## src/rtl/seg7_scan_driver.sv

```systemverilog
// Time-multiplexed driver for an 8-digit common-anode 7-segment display.
// Loads are staged and committed only at the frame wrap, so a frame is never torn.
module seg7_scan_driver #(
  parameter int TICK_DIV = 100000,
  parameter int CNT_W    = 17
) (
  input  logic        clk,
  input  logic        rst,
  input  logic        load,
  input  logic [31:0] data,
  input  logic [7:0]  dp_in,
  input  logic [7:0]  en_in,
  output logic [7:0]  AN,
  output logic [6:0]  SEG,
  output logic        DP,
  output logic        frame_done
);

  localparam logic [CNT_W-1:0] DIV_MAX = CNT_W'(TICK_DIV - 1);

  // Active-low segment pattern, bit order {g,f,e,d,c,b,a}.
  function automatic logic [6:0] hex_decode(input logic [3:0] nib);
    logic [6:0] seg;
    case (nib)
      4'h0: seg = 7'h40;
      4'h1: seg = 7'h79;
      4'h2: seg = 7'h24;
      4'h3: seg = 7'h30;
      4'h4: seg = 7'h19;
      4'h5: seg = 7'h12;
      4'h6: seg = 7'h02;
      4'h7: seg = 7'h78;
      4'h8: seg = 7'h00;
      4'h9: seg = 7'h10;
      4'hA: seg = 7'h08;
      4'hB: seg = 7'h03;
      4'hC: seg = 7'h46;
      4'hD: seg = 7'h21;
      4'hE: seg = 7'h06;
      4'hF: seg = 7'h0E;
      default: seg = 7'h7F;
    endcase
    return seg;
  endfunction

  logic [CNT_W-1:0] div_q, div_d;
  logic [2:0]       idx_q, idx_d;
  logic             pending_q, pending_d;
  logic [31:0]      stage_data_q, stage_data_d;
  logic [7:0]       stage_dp_q, stage_dp_d;
  logic [7:0]       stage_en_q, stage_en_d;
  logic [31:0]      shadow_data_q, shadow_data_d;
  logic [7:0]       shadow_dp_q, shadow_dp_d;
  logic [7:0]       shadow_en_q, shadow_en_d;
  logic [7:0]       an_q, an_d;
  logic [6:0]       seg_q, seg_d;
  logic             dp_q, dp_d;
  logic             frame_done_q, frame_done_d;
  logic             tick;
  logic             wrap;
  logic             commit;

  // Next-state logic for divider, scan index, staging/shadow and output drive.
  always_comb begin
    tick          = (div_q == DIV_MAX);
    wrap          = tick && (idx_q == 3'd7);
    commit        = wrap && pending_q;
    div_d         = div_q;
    idx_d         = idx_q;
    pending_d     = pending_q;
    stage_data_d  = stage_data_q;
    stage_dp_d    = stage_dp_q;
    stage_en_d    = stage_en_q;
    shadow_data_d = shadow_data_q;
    shadow_dp_d   = shadow_dp_q;
    shadow_en_d   = shadow_en_q;
    an_d          = 8'hFF;
    seg_d         = 7'h7F;
    dp_d          = 1'b1;
    frame_done_d  = wrap;

    if (tick) begin
      div_d = {CNT_W{1'b0}};
      idx_d = idx_q + 3'd1;
    end else begin
      div_d = div_q + CNT_W'(1);
      idx_d = idx_q;
    end

    // Commit reads the pre-edge staging, so a coincident load waits a frame.
    if (commit) begin
      shadow_data_d = stage_data_q;
      shadow_dp_d   = stage_dp_q;
      shadow_en_d   = stage_en_q;
    end else begin
      shadow_data_d = shadow_data_q;
    end

    if (load) begin
      stage_data_d = data;
      stage_dp_d   = dp_in;
      stage_en_d   = en_in;
      pending_d    = 1'b1;
    end else if (commit) begin
      pending_d    = 1'b0;
    end else begin
      pending_d    = pending_q;
    end

    if (shadow_en_q[idx_q]) begin
      an_d  = ~(8'b0000_0001 << idx_q);
      seg_d = hex_decode(shadow_data_q[{idx_q, 2'b00} +: 4]);
      dp_d  = ~shadow_dp_q[idx_q];
    end else begin
      an_d  = 8'hFF;
      seg_d = 7'h7F;
      dp_d  = 1'b1;
    end
  end

  // State and output registers with synchronous reset.
  always_ff @(posedge clk) begin
    if (rst) begin
      div_q         <= {CNT_W{1'b0}};
      idx_q         <= 3'd0;
      pending_q     <= 1'b0;
      stage_data_q  <= 32'h0000_0000;
      stage_dp_q    <= 8'h00;
      stage_en_q    <= 8'h00;
      shadow_data_q <= 32'h0000_0000;
      shadow_dp_q   <= 8'h00;
      shadow_en_q   <= 8'h00;
      an_q          <= 8'hFF;
      seg_q         <= 7'h7F;
      dp_q          <= 1'b1;
      frame_done_q  <= 1'b0;
    end else begin
      div_q         <= div_d;
      idx_q         <= idx_d;
      pending_q     <= pending_d;
      stage_data_q  <= stage_data_d;
      stage_dp_q    <= stage_dp_d;
      stage_en_q    <= stage_en_d;
      shadow_data_q <= shadow_data_d;
      shadow_dp_q   <= shadow_dp_d;
      shadow_en_q   <= shadow_en_d;
      an_q          <= an_d;
      seg_q         <= seg_d;
      dp_q          <= dp_d;
      frame_done_q  <= frame_done_d;
    end
  end

  assign AN         = an_q;
  assign SEG        = seg_q;
  assign DP         = dp_q;
  assign frame_done = frame_done_q;

endmodule

```

## config.mk

```make
export PLATFORM = sky130hd
export DESIGN_NAME = seg7_scan_driver
export DESIGN_NICKNAME = d
export VERILOG_FILES = /design/src/rtl/seg7_scan_driver.sv
export SDC_FILE = /design/constraint.sdc
export NUM_CORES = 1
export LEC_CHECK = 0
export CELL_PAD_IN_SITES_DETAIL_PLACEMENT = 0
export CELL_PAD_IN_SITES_GLOBAL_PLACEMENT = 2
export CORE_MARGIN = 2
export CORE_UTILIZATION = 35
export CTS_CLUSTER_DIAMETER = 80
export DETAILED_ROUTE_END_ITERATION = 8
export GPL_ROUTABILITY_DRIVEN = 0
export GPL_TIMING_DRIVEN = 0
export PLACE_DENSITY_LB_ADDON = 0.1
export SLEW_MARGIN = 0
export SYNTH_ARGS = -nofsm -noshare
export SYNTH_HDL_FRONTEND = slang
export SYNTH_SLANG_ARGS = --single-unit
```

## constraint.sdc

```tcl
create_clock -name clk -period 2.7 [get_ports clk]
set_input_delay 0.54 -clock clk [delete_from_list [all_inputs] [get_ports clk]]
set_output_delay 0.54 -clock clk [all_outputs]
set_load 0.01 [all_outputs]
```

==> impl_metrics.csv <==
group,metric,value,unit
floorplanning,ios,68,
sta,max_slew_margin,44.5,%
worst_setup_path,crit_chain,"buf_4, buf_6, mux4_2, mux2i_4, inv_2, ha_1, nand3_1, nand3_1, a211o_1",
global_route,grt.busiest_layer,"met2",
logic_synthesis,synth.top_cell.area_share,49.6,%
logic_synthesis,synth_flop_cell,"dfxtp_1",
logic_synthesis,synth_area,0.00541,mm2
sta,fin_crit_sh,94.7,%
power_and_ir_drop,total_leakage_power,2.69,nW
final_layout,drive_gt1_share,10.1,%
floorplanning,coreArea,0.0151,mm2
sta,period_needed,2.56,ns
global_route,antenna_found_initial,0,
logic_synthesis,async_flop_share,0,%
logic_synthesis,synthesis.nets,581,
global_route,track_usage,15.6,%
sta,fin_skew,0.00528,ns
clock_tree,clk_latency,0.41,ns
place,place_area,0.00629,mm2
sta,worstMarginPinSlew,0.832,ns
worst_setup_path,worstPathMaxFanout,10,
logic_synthesis,synth_edf_count,0,
final_layout,final_util,45.7,%
logic_synthesis,synth_seq_cells,134,
routing,viasPerCell,4.72,
worst_setup_path,critPathLaunchType,"register",
final_layout,fill_cells,1444,
place,dp_hpwl,8770,um
clock_tree,ctsHoldBuffers,0,
floorplanning,start_util,35.7,%
logic_synthesis,synthCells,518,
routing,route.detailed.drc,0,
logic_synthesis,synth_top_cell_by_area,"dfxtp_1",
final_layout,synthToLayoutAreaGrowth,28.2,%
logic_synthesis,ys_seq_area_share,49.6,%
final_layout,diodes,0,
routing,first_pass_iters,4,
routing,wl,12000,um
final_layout,fin_nets,665,
final_layout,finalInstanceArea,0.00693,mm2
clock_tree,post_cts_buffers,0,
floorplanning,die_area,0.0165,mm2
clock_tree,tritoncts,"done",
place,dp.cells,771,
global_route,grt_use_met3,5.18,%
power_and_ir_drop,powerDensity,666,mW/mm2
global_route,grt_pass1_vias,3825,
logic_synthesis,synthTopCellsByCount,"dfxtp_1, nor2_1, mux2i_1",
power_and_ir_drop,total_power,4.61,mW
routing,drt_first_iter_violations,142,
worst_setup_path,r2r_start,"idx_q[0]",
logic_synthesis,synthMostInstantiatedCell,"dfxtp_1",
final_layout,instances_no_fill,802,
floorplanning,rows,45,
logic_synthesis,yosys-top-cells-area,"dfxtp_1, mux2i_1, nor2_1, mux4_2, ha_1",
sta,hold_violations,0,
global_route,grt_use_met1,20.2,%
worst_setup_path,critPathSlowestCell,"mux4_2",
clock_tree,cts.clk_slew.worst_paths,0.06,ns
power_and_ir_drop,ir_drop,0.452,mV
clock_tree,htree_levels,4,
logic_synthesis,avgSynthCellArea,10.4,um2
sta,slew_violations,0,
logic_synthesis,yosysUniqueCellTypes,47,
sta,fin_hold_ws,0.465,ns
sta,rsz0062_at_grt,"no",
routing,wire_per_inst,14.9,um
worst_setup_path,end_kind,"register",
clock_tree,cts_buffers,17,
worst_setup_path,critical_path.startpoint,"idx_q[0]",
worst_setup_path,arrival,2.85,ns
worst_setup_path,worstPathRequired,3.00,ns
clock_tree,cts_buffer_depth,2,
worst_setup_path,max_stage_delay,0.58,ns
global_route,grt-ovfl-total,0,
clock_tree,root_buffer,"clkbuf_16",
floorplanning,die_x,128,um
sta,setup_viol,0,
global_route,grt_max_degree,17,
global_route,use_met2,24.8,%
run_status,status,"finished, final reports clean",
routing,detail-route-antenna-nets,0,
clock_tree,cts.sinks,134,
min_path,hold_start,"div_q[0]",
worst_setup_path,crit_type,"reg -> reg",
run,drv_cap,0,
routing,vias,3782,
global_route,grt_first_pass_wirelength,19600,um
worst_setup_path,cp_common_cell,"nand3_1",
sta,max_freq,0.391,GHz
place,portBuffers,65,
logic_synthesis,yosysWarnings,0,
min_path,hp-class,"reg -> reg",
floorplanning,die_y,128,um
worst max-delay path: cells and delay by family, from the launching register on:
kind | cells | cell delay (ns)
buf+inv | 3 | 0.53
mux | 2 | 0.82
simple gates | 2 | 0.18
flops | 1 | 0.38
fa+ha+maj | 1 | 0.26
compound gates | 1 | 0.26
final timing paths:
check	end	slack [ns]	cells after the start
worst max register to register	SEG[3]	0.14	9
worst min register to register	div_q[0]	0.46	1
worst max-delay path	SEG[3]	0.14	9
worst min-delay path	div_q[0]	0.46	1
routing by layer:
metal,share of wire (%),vias up,routed length (um)
met2,45,54,5350
met3,3.7,10,442
met1,50,1776,6020
met4,1.1,0,131
li1,-,1942,-
met5,0,-,0
logic make-up after synthesis:
family	Yosys count	synth area share, %
xor gates and xnor gates	16	2.59
DFF	134	49.6
adders and majority gates	12	2.78
buffers and inverters	40	3.80
and+or+nand+nor	176	14.0
muxes	118	24.2
AOI/OAI and AO/OA	22	2.99
placed cells by master, fill, tap and decap left out, types with 4 or more instances in the layout:
cell type,n
xnor2_1,8
dfxtp_1,134
nor2_1,121
clkinvlp_4,4
ha_1,12
mux2i_1,104
mux4_2,10
clkbuf_1,10
buf_1,8
nand3_1,5
clkbuf_16,17
nand4_1,6
buf_4,5
clkdlybuf4s50_1,65
xor2_1,8
nand2_1,24
inv_1,6
flip-flops by register name, indices dropped and copies added (netlist names):
signal / cells
stage_data_q: 32
AN: 8
idx_q: 3
stage_en_q: 8
div_q: 17
frame_done: 1
shadow_dp_q: 8
shadow_en_q: 8
pending_q: 1
stage_dp_q: 8
shadow_data_q: 32
DP: 1
SEG: 7
where the power goes:
| part | switching [mW] | internal [mW] |
|---|---|---|
| clock network | 0.858 | 1.49 |
| registers | 0.0282 | 2.03 |
| logic | 0.0910 | 0.116 |
final cells by class:
class,instances,area (um2),area share [%]
Sequential cell,134,2680,38.7
Clock buffer,19,453,6.54
Multi-Input combinational cell,344,2540,36.7
Tap cell,188,235,3.40
Buffer,31,178,2.56
Inverter,9,33.8,0.488
Clock inverter,12,153,2.20
Timing Repair Buffer,65,651,9.39
what timing repair did:
action	in CTS	in global routing
pin swaps	0	0
resized for setup	5	2
hold endpoints to repair	0	0
setup endpoints to repair	5	2
metrics by stage:
step | setup WS (ns) | setup TNS, ns
floorplan | 0.320 | 0
global placement | -0.216 | -0.442
detailed placement | -0.246 | -0.579
CTS | 0.0476 | 0
global route | 0.0222 | 0
finish | 0.143 | 0
Power figures use the tool's default switching activity.
